--- config.mk ---
export PLATFORM = sky130hd
export DESIGN_NAME = pc_sequencer
export DESIGN_NICKNAME = d
export VERILOG_FILES = /design/src/rtl/pc_sequencer.sv
export SDC_FILE = /design/constraint.sdc
export NUM_CORES = 1
export LEC_CHECK = 0
export BUFFER_PORTS_ARGS = -buffer_cell sky130_fd_sc_hd__buf_2
export CORE_UTILIZATION = 35
export CTS_CLUSTER_SIZE = 20
export DETAILED_ROUTE_END_ITERATION = 7
export SYNTH_ARGS = -nofsm -noshare
export SYNTH_HDL_FRONTEND = slang
export SYNTH_SLANG_ARGS = --single-unit
--- constraint.sdc ---
create_clock -name clk -period 3 [get_ports clk]
set_clock_uncertainty 0.15 [all_clocks]
set_input_delay 0.3 -clock clk [delete_from_list [all_inputs] [get_ports clk]]
set_output_delay 0.3 -clock clk [all_outputs]
set_load 0.01 [all_outputs]
--- src/rtl/pc_sequencer.sv ---
// pc_sequencer: program counter with branch/call/return/interrupt and a wrapping return-address stack
module pc_sequencer #(
  parameter int ADDR_W = 10,
  parameter int RAS_DEPTH = 4,
  parameter logic [ADDR_W-1:0] RESET_VEC = '0,
  parameter logic [ADDR_W-1:0] IRQ_VEC = ADDR_W'('h3F0)
) (
  input  logic                           clk,
  input  logic                           reset,
  input  logic                           stall,
  input  logic                           branch,
  input  logic [ADDR_W-1:0]              branch_address,
  input  logic                           call,
  input  logic [ADDR_W-1:0]              call_address,
  input  logic                           ret,
  input  logic                           irq,
  input  logic                           err_clr,
  output logic [ADDR_W-1:0]              pc,
  output logic                           irq_ack,
  output logic [$clog2(RAS_DEPTH):0]     ras_count,
  output logic                           ras_overflow,
  output logic                           ras_underflow
);
  localparam int PW = $clog2(RAS_DEPTH);
  localparam int CW = PW + 1;
  logic [ADDR_W-1:0] stack [RAS_DEPTH];
  logic [PW-1:0] wp;
  logic do_irq, do_ret, do_call, do_branch, full, empty, push, pop, over, under;
  logic [ADDR_W-1:0] pc_inc, top, push_data, pc_next;
  // decode the single winning action; the stack is a circular buffer so a full push overwrites the oldest entry
  always_comb begin
    do_irq = ~stall & irq;
    do_ret = ~stall & ~irq & ret;
    do_call = ~stall & ~irq & ~ret & call;
    do_branch = ~stall & ~irq & ~ret & ~call & branch;
    full = ras_count == CW'(RAS_DEPTH);
    empty = ras_count == '0;
    push = do_irq | do_call;
    pop = do_ret & ~empty;
    over = push & full;
    under = do_ret & empty;
    pc_inc = pc + ADDR_W'(1);
    top = stack[wp - PW'(1)];
    push_data = do_irq ? pc : pc_inc;
    pc_next = stall ? pc :
              do_irq ? IRQ_VEC :
              pop ? top :
              do_call ? call_address :
              do_branch ? branch_address : pc_inc;
  end
  // stack storage is deliberately not reset; it is unreadable while empty
  always_ff @(posedge clk) begin
    if (push) stack[wp] <= push_data;
  end
  // pc, stack bookkeeping and sticky flags; a new error beats a simultaneous clear
  always_ff @(posedge clk or posedge reset) begin
    if (reset) begin
      pc <= RESET_VEC;
      irq_ack <= 1'b0;
      ras_count <= '0;
      wp <= '0;
      ras_overflow <= 1'b0;
      ras_underflow <= 1'b0;
    end else begin
      pc <= pc_next;
      irq_ack <= do_irq;
      ras_count <= (push & ~full) ? ras_count + CW'(1) : pop ? ras_count - CW'(1) : ras_count;
      wp <= push ? wp + PW'(1) : pop ? wp - PW'(1) : wp;
      ras_overflow <= over | (ras_overflow & ~err_clr);
      ras_underflow <= under | (ras_underflow & ~err_clr);
    end
  end
endmodule

==> impl_metrics.ini <==
[hold_path]
hold_path.class = in -> reg

[layout]
n_antenna_cell = 0
layout.cells.non_filler = 389
layout_commonest_cell = buf_2
post_route_cells_drive_above_1_share = 0.289
final_cell_mix = buf_2 (43), edfxtp_1 (40), dfrtp_1 (18)
layout.nets = 313
area_delta_synth_final_pct = 18.0
num-fill-cells = 767

[synth]
synth_edf_count = 40
synth-seq-area-share = 0.552
syn_inst = 235
synth_top_area_frac = 0.401
ys_ff_latch = 58
synth.distinct_cells = 54
synth.avg_cell_area_sq_um = 12.7
synth_top_cell_by_area = edfxtp_1
synth_area_leaders = edfxtp_1 (40%), dfrtp_1 (15%), mux4_2 (7.5%)
syn_area_sq_um = 2990
ys.flop_type = edfxtp_1
syn_nets = 269
yosys_warnings = 0
synthArstFlopShare = 0.310

[pwr]
vdd_drop_max_v = 0.000253
p_leak_uw = 0.00132
power_density_nw_per_um2 = 881

[detailed_routing]
dr.pass1.iters = 4
drtAntennaViolNets = 0
drtIter0Drc = 110
vias_per_cell = 5.32
num_vias = 2068
wl_um = 6960
wl_per_cell_um = 17.9
drc = 0

[grt]
grt_max_degree = 19
grt_antenna_before_repair = 0
grt_pass1_vias = 2100
grt_pass1_wl_um = 11200
grt_overflow = 0
track_usage = 0.172

[run_status]
status = complete, no violations

[worst_setup_path]
path_buf_inv = 1
cp_slowest_cell = ha_1
worstPathArrival_ns = 2.23
path_class = reg -> reg
setup.worst_path.start_class = flop
crit_chain = inv_1 > ha_1 > mux4_2 > a221oi_1 > o32ai_1
rrSetupSlack_ns = 0.83
end_kind = flop
cp.required_ns = 3.06
slowest_delay_ns = 0.59
cp_max_fo = 12
crit_family = adder cells

[clock_network]
clk_latency_ns = 0.33
postCtsResizedCells = 0
clk_path_buf_depth = 2
cts_sinks = 58
cts-htree-levels = 3
cts-root-buf = clkbuf_8
tritoncts.num_buffers = 9
path_clk_slew_ns = 0.08
cts_tree = built
cts_setup_buffers = 0

[floorplanning]
rows = 33
io_pins = 44
die-area_sq_um = 8930
coreArea_sq_um = 8260
die_w_um = 94.5
die_h_um = 94.5
start_util = 0.363

[place]
portBuffers = 43
post-dp-hpwl_um = 4970
dp_cells = 372
gp_congestion = 0.853

[timing]
rsz0062_at_grt = false
period_share = 0.723
setup_viol = 0
worst_slew_pin_slew_ns = 0.791
drv_slew = 0
min_period_ns = 2.17
hold_viol = 0
relSlewSlack = 0.472
clock.fmax_mhz = 461
tns_ns = 0

[job]
drv_cap = 0
worst paths after layout:
| check | to | depth (start not counted) | from |
|---|---|---|---|
| setup / recovery | pc[8]$_DFFE_PP0N_ | 5 | wp[1]$_DFFE_PP0P_ |
| hold reg to reg | ras_underflow$_DFF_PP0_ | 2 | ras_underflow$_DFF_PP0_ |
| setup reg to reg | pc[8]$_DFFE_PP0N_ | 5 | wp[1]$_DFFE_PP0P_ |
| hold / removal | ras_overflow$_DFF_PP0_ | 2 | err_clr |
| min in group asynchronous | ras_overflow$_DFF_PP0_ | 3 | reset |
| max in group asynchronous | wp[1]$_DFFE_PP0P_ | 3 | reset |
worst register-to-register path: stages, from the launching register on:
cell and delay, ns:
dfrtp_1 0.42, inv_1 0.09, ha_1 0.59, mux4_2 0.38
a221oi_1 0.29, o32ai_1 0.13
sequential cells by signal (all words and copies together) (netlist names):
signal / cells
stack: 40
pc: 10
ras_count: 3
wp: 2
irq_ack: 1
ras_overflow: 1
ras_underflow: 1
logic make-up after synthesis:
kind of cell             after synthesis  synth area share
multiplexers                          11            0.0802
buffers and inverters                 22            0.0376
AND/OR/NAND/NOR                       68             0.131
AO/OA/AOI/OAI                         56             0.131
flip-flops                            58             0.552
adder cells (fa/ha/maj)                6            0.0276
XOR/XNOR                              14            0.0410
layer usage:
layer | share of wire | global-route usage
met2 | 0.49 | 0.273
met3 | 0.054 | 0.0346
met1 | 0.45 | 0.227
met5 | 0 | 0
met4 | 0.013 | 0.0758
layout make-up:
class	count	area, sq um	share of cell area
Sequential cell	58	1650	0.467
Multi-Input combinational cell	155	1230	0.348
Timing Repair Buffer	45	233	0.0659
Tap cell	105	131	0.0372
Clock inverter	7	126	0.0358
Clock buffer	9	124	0.0351
Inverter	10	37.5	0.0106
power by group:
part | internal (uW) | leakage, uW | total, uW | switching (uW)
logic | 455 | 0.000642 | 984 | 530
registers | 1070 | 0.000556 | 1230 | 162
clock network | 560 | 0.000122 | 901 | 341
total | 2080 | 0.00132 | 3110 | 1030
synthesized netlist by cell type (3+ instances only):
library cell  number
a211oi_1           3
a21oi_1            8
a221oi_1           3
a22oi_1            4
and2_1             5
buf_2              6
dfrtp_1           18
edfxtp_1          40
ha_1               5
inv_1             10
mux4_2            10
nand2_1           12
nand2b_1           3
nand3_1            4
nand4_1            3
nor2_1            16
nor2b_1            3
nor3_1             4
o21a_1             3
o21ai_0            9
o22ai_1            9
o31ai_1            3
xnor2_1            7
xor2_1             7
timing repair:
| item | CTS | global route |
|---|---|---|
| setup endpoints to repair | 0 | 0 |
| hold buffers | 1 | 0 |
| endpoints found under the hold margin | 18 | 0 |
metrics by stage:
stage	util	area [sq um]	setup slack, ns	power [uW]	hold slack [ns]
after floorplan	-	2990	0.632	1930	0.0886
after global placement	0.396	3270	0.691	2220	0.334
after detailed placement	0.396	3270	0.646	2240	0.340
after CTS	0.428	3530	0.813	3150	0.00259
after global routing	0.428	3530	0.647	3300	0.0211
final	0.428	3530	0.831	3110	0.0138
Power figures use the tool's default switching activity.
